[src/rtl/ult_meter_bank.sv]
// N-player ultimate-charge meter bank: per-channel charge/ready/use FSM with
// health-scaled charge rate, hit drain and a shared blink for full meters.
module ult_meter_bank #(
  parameter int NUM_PLAYERS = 2,
  parameter int SEGS        = 8,
  parameter int HEALTH_W    = 4,
  parameter int TICK_SHIFT  = 22,
  parameter int BLINK_MAX   = 9999999,
  parameter int HIT_DRAIN   = 1,
  localparam int LW         = $clog2(SEGS + 1)
) (
  input  logic                            clk,
  input  logic                            reset,
  input  logic [NUM_PLAYERS*HEALTH_W-1:0] health,
  input  logic [NUM_PLAYERS-1:0]          use_req,
  input  logic [NUM_PLAYERS-1:0]          hit,
  output logic [NUM_PLAYERS*SEGS-1:0]     led,
  output logic [NUM_PLAYERS*LW-1:0]       level,
  output logic [NUM_PLAYERS-1:0]          ult_ready,
  output logic [NUM_PLAYERS-1:0]          use_ack
);

  localparam int CW = HEALTH_W + TICK_SHIFT;
  localparam int BW = (BLINK_MAX > 0) ? $clog2(BLINK_MAX + 1) : 1;

  typedef enum logic [1:0] {DEAD, CHARGING, READY} state_t;

  function automatic logic [LW-1:0] drain(input logic [LW-1:0] v);
    return (int'(v) > HIT_DRAIN) ? v - LW'(HIT_DRAIN) : '0;
  endfunction

  function automatic logic [SEGS-1:0] thermo(input logic [LW-1:0] v);
    logic [SEGS-1:0] t;
    for (int i = 0; i < SEGS; i++) t[i] = (i < int'(v));
    return t;
  endfunction

  logic [BW-1:0] blink_cnt;
  logic          blink;
  logic          blink_wrap;
  logic          blink_nxt;

  assign blink_wrap = (blink_cnt == BW'(BLINK_MAX));
  // Full meters load the post-edge blink value so led flips on the same edge as blink.
  assign blink_nxt  = blink ^ blink_wrap;

  always_ff @(posedge clk or posedge reset) begin
    if (reset) begin
      blink_cnt <= '0;
      blink     <= 1'b0;
    end else if (blink_wrap) begin
      blink_cnt <= '0;
      blink     <= ~blink;
    end else begin
      blink_cnt <= blink_cnt + BW'(1);
    end
  end

  for (genvar p = 0; p < NUM_PLAYERS; p++) begin : g_ch
    state_t              state;
    logic [LW-1:0]       lvl;
    logic [CW-1:0]       cnt;
    logic [CW-1:0]       limit;
    logic [HEALTH_W-1:0] h;
    logic                tick;
    logic [LW-1:0]       lvl_inc;
    logic [LW-1:0]       lvl_chg;
    logic [LW-1:0]       lvl_hit_full;
    logic [SEGS-1:0]     led_q;
    logic                rdy_q;
    logic                ack_q;

    assign h            = health[p*HEALTH_W +: HEALTH_W];
    assign limit        = {h, {TICK_SHIFT{1'b0}}} - CW'(1);
    assign tick         = (cnt >= limit);
    assign lvl_inc      = tick ? lvl + LW'(1) : lvl;
    assign lvl_chg      = hit[p] ? drain(lvl_inc) : lvl_inc;
    assign lvl_hit_full = drain(LW'(SEGS));

    always_ff @(posedge clk or posedge reset) begin
      if (reset) begin
        state <= CHARGING;
        lvl   <= '0;
        cnt   <= '0;
        led_q <= '0;
        rdy_q <= 1'b0;
        ack_q <= 1'b0;
      end else begin
        // NOTE: default-low here, overridden only on acceptance, makes ack a one-cycle pulse.
        ack_q <= 1'b0;
        if (h == '0) begin
          state <= DEAD;
          lvl   <= '0;
          cnt   <= '0;
          led_q <= '0;
          rdy_q <= 1'b0;
        end else begin
          unique case (state)
            CHARGING: begin
              lvl <= lvl_chg;
              cnt <= tick ? '0 : cnt + CW'(1);
              if (int'(lvl_chg) == SEGS) begin
                state <= READY;
                led_q <= {SEGS{blink_nxt}};
                rdy_q <= 1'b1;
              end else begin
                led_q <= thermo(lvl_chg);
                rdy_q <= 1'b0;
              end
            end
            READY: begin
              cnt <= '0;
              if (use_req[p]) begin
                state <= CHARGING;
                lvl   <= '0;
                led_q <= '0;
                rdy_q <= 1'b0;
                ack_q <= 1'b1;
              end else if (hit[p]) begin
                state <= CHARGING;
                lvl   <= lvl_hit_full;
                led_q <= thermo(lvl_hit_full);
                rdy_q <= 1'b0;
              end else begin
                led_q <= {SEGS{blink_nxt}};
                rdy_q <= 1'b1;
              end
            end
            default: begin
              state <= CHARGING;
              lvl   <= '0;
              cnt   <= '0;
              led_q <= '0;
              rdy_q <= 1'b0;
            end
          endcase
        end
      end
    end

    assign led[p*SEGS +: SEGS] = led_q;
    assign level[p*LW +: LW]   = lvl;
    assign ult_ready[p]        = rdy_q;
    assign use_ack[p]          = ack_q;
  end

endmodule

[config.mk]
export PLATFORM = sky130hd
export DESIGN_NAME = ult_meter_bank
export DESIGN_NICKNAME = d
export VERILOG_FILES = /design/src/rtl/ult_meter_bank.sv
export SDC_FILE = /design/constraint.sdc
export NUM_CORES = 1
export LEC_CHECK = 0
export CAP_MARGIN = 15
export CORE_MARGIN = 1.5
export CORE_UTILIZATION = 59
export DETAILED_ROUTE_END_ITERATION = 6
export PLACE_DENSITY = 0.8
export SLEW_MARGIN = 0
export SYNTH_ARGS = -nofsm -noshare
export SYNTH_HDL_FRONTEND = slang
export SYNTH_SLANG_ARGS = --single-unit
export TNS_END_PERCENT = 50
[constraint.sdc]
create_clock -name clk -period 4.1 [get_ports clk]
set_clock_uncertainty 0.15 [all_clocks]
set_input_delay 0.82 -clock clk [delete_from_list [all_inputs] [get_ports clk]]
set_output_delay 0.82 -clock clk [all_outputs]
set_load 0.02 [all_outputs]
=== After elaboration in Yosys (flattened, before gate mapping) ===
Index checks and enable logic that the tools add are counted.

* Register bits after elaboration: 109
* Latch bits: 0
* Bits in writable memories: 0
* Memory bits (read-only): 0
* Output and inout port bits: 28
* Word-level logic and storage cells: 117
* Memories kept: 0

* $add $sub $neg: 9
* $mul: 0
* Div/mod/pow operators: 0
* Magnitude comparators: 20
* Equality and inequality tests: 11
* Shifts and indexed selects: 0
* Muxes and demuxes: 57
* Bitwise operators: 2
* Reduce and logical (&&, ||, !) cells: 4

{| class="wikitable"
|+ Operators with widths
! kind !! count
|-
| $mux W26 || 6
|-
| $mux W8 || 8
|-
| $add A26 B1 Y26 const B || 2
|-
| $ge A26 B26 Y1 || 2
|-
| $sub A26 B1 Y26 const B || 2
|-
| $mux W4 || 12
|-
| $lt A3 B4 Y1 const A || 8
|-
| $pmux W8 S2 || 2
|-
| $add A24 B1 Y24 const B || 1
|-
| $eq A24 B24 Y1 const B || 1
|-
| $mux W24 || 1
|-
| $lt A1 B4 Y1 const A || 4
|-
| $lt A2 B4 Y1 const A || 4
|-
| $mux W2 || 8
|-
| $pmux W4 S2 || 2
|-
| $mux W1 || 14
|-
| $add A4 B1 Y4 const B || 2
|-
| $eq A4 B4 Y1 const B || 2
|-
| $gt A4 B1 Y1 const B || 2
|-
| $logic_not A4 Y1 || 2
|-
| $ne A4 B4 Y1 const B || 2
|-
| $pmux W2 S2 || 2
|-
| $sub A4 B1 Y4 const B || 2
|-
| $ne A3 B3 Y1 const B || 2
|-
| 6 further kinds || 10
|}

=== Depth between registers and ports, before layout ===
* Depth after elaboration: 10
* Depth in mapped cells: 16
* Depth with buffers taken out: 16

=== Least setup slack after synthesis ===
OpenSTA, ideal clock, no wires.

* Path type: input port to flip-flop
* Start point: in health[0]
* End point: reg g_ch[0].led_q[6]
* Setup time: 130 ps
* Arrival: 3988 ps
* Required time: 3820 ps
* Setup slack: -168 ps
* Stages on the path: 16
* Path buffers: 0
* Cell sequence: inv_1 -> ha_1 -> xnor2_1 -> ha_1 -> nand2_1 -> o21ai_0 -> a31o_2 -> xnor2_1 -> inv_1 -> ha_1 -> nand2b_1 -> a21oi_1 -> mux2i_1 -> o41a_1 -> a31oi_2 -> a21oi_1

* Longest elaborated chain between the ends: 10
* Elaborated cells between the ends (all ways): 13
* Classes of those cells: add/sub: 2; order compare: 3; eq/ne: 1; mux: 6; reduce/logical: 1

{| class="wikitable"
|+ RTL lines
! item !! RTL line !! source
|-
| from (decl) || 14 || <nowiki>input logic [NUM_PLAYERS*HEALTH_W-1:0] health,</nowiki>
|-
| $sub A26 B1 Y26 || 74 || <nowiki>assign limit = {h, {TICK_SHIFT{1'b0}}} - CW'(1);</nowiki>
|-
| $ge A26 B26 Y1 || 75 || <nowiki>assign tick = (cnt >= limit);</nowiki>
|-
| $mux W4 || 76 || <nowiki>assign lvl_inc = tick ? lvl + LW'(1) : lvl;</nowiki>
|-
| $sub A4 B1 Y4 / $gt A4 B1 Y1 (equally long branches) || 29 || <nowiki>return (int'(v) > HIT_DRAIN) ? v - LW'(HIT_DRAIN) : '0;</nowiki>
|-
| $mux W4 || 29 ||
|-
| $mux W4 || 77 || <nowiki>assign lvl_chg = hit[p] ? drain(lvl_inc) : lvl_inc;</nowiki>
|-
| $lt A3 B4 Y1 / $eq A4 B4 Y1 (equally long branches) || 34, 102 ||
|-
| $mux W8 || 102 || <nowiki>if (int'(lvl_chg) == SEGS) begin</nowiki>
|-
| $pmux W8 S2 || 98 || <nowiki>unique case (state)</nowiki>
|-
| $mux W8 (*) || 91 || <nowiki>if (h == '0) begin</nowiki>
|-
| to (signal assigned) || 104 || <nowiki>led_q <= {SEGS{blink_nxt}};</nowiki>
|-
| to (signal assigned) || 107 || <nowiki>led_q <= thermo(lvl_chg);</nowiki>
|-
| to (signal assigned) || 122 || <nowiki>led_q <= thermo(lvl_hit_full);</nowiki>
|-
| to (decl) || 69 || <nowiki>logic [SEGS-1:0] led_q;</nowiki>
|}

Every way passes the cells marked *; elsewhere a longest branch is shown, timed or not.
A chain may end at the register's enable or synchronous reset.

=== Final worst setup path ===
* Start point: in health[3]
* End point: reg g_ch[0].led_q[5]

Same word-level chain as after synthesis.

==> impl_metrics.py <==
metrics = {
    "critical_path": {
        "r2r_slack_ns": 0.71,
        "reg2reg_from": "g_ch[0].cnt[0]$_DFF_PP0_",
        "arrival_ns": 4.06,
        "critPathMaxFanout": 4,
        "crit_required_ns": 4.21,
        "crit_type": "in -> reg",
        "cp-end-kind": "flop",
        "reg2reg_to": "g_ch[0].led_q[5]$_DFF_PP0_",
        "crit_path_start_kind": "input pin",
        "r2r_cells": 12,
        "slowest_stage": "clkdlybuf4s50_1",
        "worst_path_largest_cell_delay_ns": 0.51,
        "cp_cell_sequence": "clkdlybuf4s50_1, xnor2_1, ha_1, buf_4, a21oi_2, o21ai_2, a31o_4, mux2i_2, ha_1, nand2b_1, a21oi_1, mux2i_1, o41a_1, a31oi_4, a21oi_1",
    },
    "drt": {
        "via_count": 4740,
        "drt_first_pass_iters": 5,
        "drc": 0,
        "wl_um": 12200,
        "wl_per_cell_um": 14.7,
        "viasPerCell": 5.72,
        "antenna_left": 0,
        "drtIter0Drc": 213,
    },
    "floorplan": {
        "dieArea_mm2": 0.0108,
        "die_h_um": 104,
        "ios": 42,
        "die_w_um": 104,
        "start_util": 0.609,
        "num_rows": 36,
        "core_mm2": 0.00982,
    },
    "power_and_ir_drop": {
        "power.share.sequential": 0.483,
        "ir_drop_mv": 0.280,
        "power_density_mw_per_mm2": 374,
        "comb_power_share": 0.262,
        "power_leakage_nw": 3.09,
        "p_clk_frac": 0.255,
        "p_sw_mw": 0.853,
        "netSwitchingFraction": 0.330,
        "intPower_mw": 1.73,
    },
    "grt": {
        "grt_pass1_vias": 4721,
        "track_usage": 0.240,
        "gr-total-overflow": 0,
        "grt_max_degree": 94,
        "grt_pass1_wl_um": 21300,
        "antenna_found_initial": 0,
    },
    "synth": {
        "synth_seq_cells": 109,
        "yosysWarnings": 0,
        "ys_seq_area_frac": 0.456,
        "synth_cell_types": 62,
        "netlist_instances": 638,
        "synth_top_area_cell": "dfrtp_1",
        "synthArstFlopShare": 1.00,
        "synth_nets": 672,
        "ys_top_cells_by_area": "dfrtp_1 45%, nor2_1 7.0%, xor2_1 6.0%",
        "synth_top_area_frac": 0.448,
        "ys.flop_type": "dfrtp_1",
        "synth.avg_cell_area_um2": 9.38,
        "synth-edff-count": 0,
        "syn_area_mm2": 0.00598,
    },
    "job": {
        "drv_cap": 0,
    },
    "cts": {
        "clk_latency_ns": 0.37,
        "path_clk_slew_ns": 0.10,
        "numCtsBuffers": 9,
        "cts_num_sinks": 109,
        "cts_tree": "built",
        "clockRootBuffer": "clkbuf_8",
        "h-tree-depth": 3,
        "cts_buffer_depth": 2,
        "ctsHoldBuffers": 0,
    },
    "cells_and_area": {
        "final_util": 0.704,
        "final_nets": 725,
        "antenna_cells": 0,
        "design_area_mm2": 0.00691,
        "fill_cells": 778,
        "area_growth_pct": 15.5,
        "drive_gt1_frac": 0.0991,
    },
    "sta": {
        "setup_violations": 0,
        "setup_slack_ns": 0.146,
        "period_needed_ns": 3.95,
        "fmaxAchievable_ghz": 0.253,
        "worst_pin_slew_ns": 0.661,
        "final-hold-violation-count": 0,
        "finalMaxSlewViolations": 0,
        "hold_slack_ns": 0.337,
        "tns_ns": 0,
        "rsz0062_at_grt": "no",
        "slew_headroom": 0.559,
        "fin_crit_sh": 0.964,
    },
    "outcome": {
        "status": "complete, no violations",
    },
    "min_path": {
        "whs_endpoint": "g_ch[1].cnt[0]$_DFF_PP0_",
        "hold_depth": 1,
        "hold_class": "reg -> reg",
        "hp-start": "g_ch[1].cnt[0]$_DFF_PP0_",
    },
    "placement": {
        "dpl.hpwl_um": 8760,
        "dp_slack_ns": -0.506,
        "routabilityCongestion": 0.881,
        "post_dp_cell_area_mm2": 0.00662,
        "io_buffers": 41,
    },
}
==> flip-flops by register name, indices dropped and copies added (netlist names) <==
register	count
blink	1
blink_cnt	24
g_ch.ack_q	2
g_ch.cnt	52
g_ch.led_q	16
g_ch.lvl	8
g_ch.rdy_q	2
g_ch.state	4
==> per-stage QoR <==
stage          cells  power, mW
6_report         829       2.59
5_1_grt          829       2.74
4_1_cts          828       2.60
3_5_place_dp     810       1.93
3_3_place_gp     810       1.91
2_1_floorplan    638       1.72
==> timing repair <==
action | in CTS | in global routing
setup buffers | 2 | 0
resized for setup | 11 | 2
setup endpoints to repair | 8 | 9
endpoints found under the hold margin | 0 | 0
cloned | 0 | 0
pin swaps | 9 | 6
==> routing by layer <==
layer / wire length (um) / vias up / GRT usage / share of wire
met5: 0 / - / 0 / 0
met4: 168 / 0 / 0.0754 / 0.014
met3: 365 / 17 / 0.0447 / 0.030
met2: 6410 / 87 / 0.410 / 0.53
met1: 5250 / 2324 / 0.309 / 0.43
li1: - / 2312 / - / -
==> cells in the mapped netlist (4+ instances only) <==
cell type / number
and3_1: 15
nor4_1: 4
nor3_1: 10
nor2b_1: 6
xnor2_1: 35
nand3_1: 40
and4_1: 5
or3_1: 8
dfrtp_1: 107
nand2b_1: 8
mux2i_1: 6
ha_1: 20
o21ai_0: 14
a31oi_1: 6
and2_1: 5
clkbuf_1: 14
nand2_1: 50
a21oi_1: 24
nand4_1: 18
buf_4: 4
inv_1: 23
nor2_1: 111
xor2_1: 41
==> final cells by class <==
cell class / count / area [um2] / share of cell area
flip-flops and latches: 109 / 2730 / 0.395
clock inverters: 5 / 58.8 / 0.00851
inverters: 24 / 92.6 / 0.0134
repair buffers: 63 / 594 / 0.0860
well taps: 133 / 166 / 0.0241
multi-input cells: 484 / 3130 / 0.452
clock buffers: 11 / 141 / 0.0205
==> worst max path at each step <==
stage,startpoint,endpoint,slack [ns],cells after the start
after floorplan,health[0],g_ch[0].led_q[6]$_DFF_PP0_,0.07,15
after global placement,health[0],g_ch[0].led_q[4]$_DFF_PP0_,-0.33,16
after detailed placement,health[0],g_ch[0].led_q[5]$_DFF_PP0_,-0.51,16
after CTS,health[1],g_ch[0].led_q[5]$_DFF_PP0_,0.0003,16
after global routing,health[3],g_ch[0].led_q[5]$_DFF_PP0_,0.02,16
final,health[3],g_ch[0].led_q[5]$_DFF_PP0_,0.15,15
==> cells by family after synthesis <==
logic type / count (synthesis) / share of synthesized area
flip-flops: 109 / 0.456
AND/OR/NAND/NOR: 297 / 0.245
multiplexers: 9 / 0.0157
XOR/XNOR: 76 / 0.111
AO/OA/AOI/OAI: 82 / 0.0987
adder cells (fa/ha/maj): 20 / 0.0418
buffers and inverters: 45 / 0.0314
==> cells in the final DEF, fill, tap and decap left out, drive strengths merged, types with 3 or more instances in the layout <==
cell / instances
o211ai: 3
a31oi: 9
and2: 5
xnor2: 35
nand3b: 3
or2: 3
o21a: 3
and4: 5
or3: 8
a22oi: 3
a211oi: 3
clkdlybuf4s50: 38
inv: 25
nand4: 20
o21ai: 16
nor2: 111
dfrtp: 107
buf: 22
nor2b: 6
nand2b: 8
mux2: 3
nand3: 40
nor3: 12
ha: 20
a311oi: 3
and3: 15
a21oi: 24
clkbuf: 11
mux2i: 6
nor4: 5
nand2: 50
xor2: 41
==> worst max-delay path: cells and delay by family <==
family	cells	cell delay [ns]
compound gates	7	1.38
buf+inv	2	0.66
fa+ha+maj	2	0.60
mux	2	0.29
simple gates	1	0.16
xor+xnor	1	0.15
==> power by group through the flow <==
stage          clock network [mW]  logic (mW)  registers, mW
2_1_floorplan                   0       0.444           1.28
3_3_place_gp                    0       0.643           1.27
3_5_place_dp                    0       0.662           1.27
4_1_cts                     0.679       0.674           1.25
5_1_grt                     0.712       0.759           1.27
6_report                    0.659       0.677           1.25
Power figures use the tool's default switching activity.
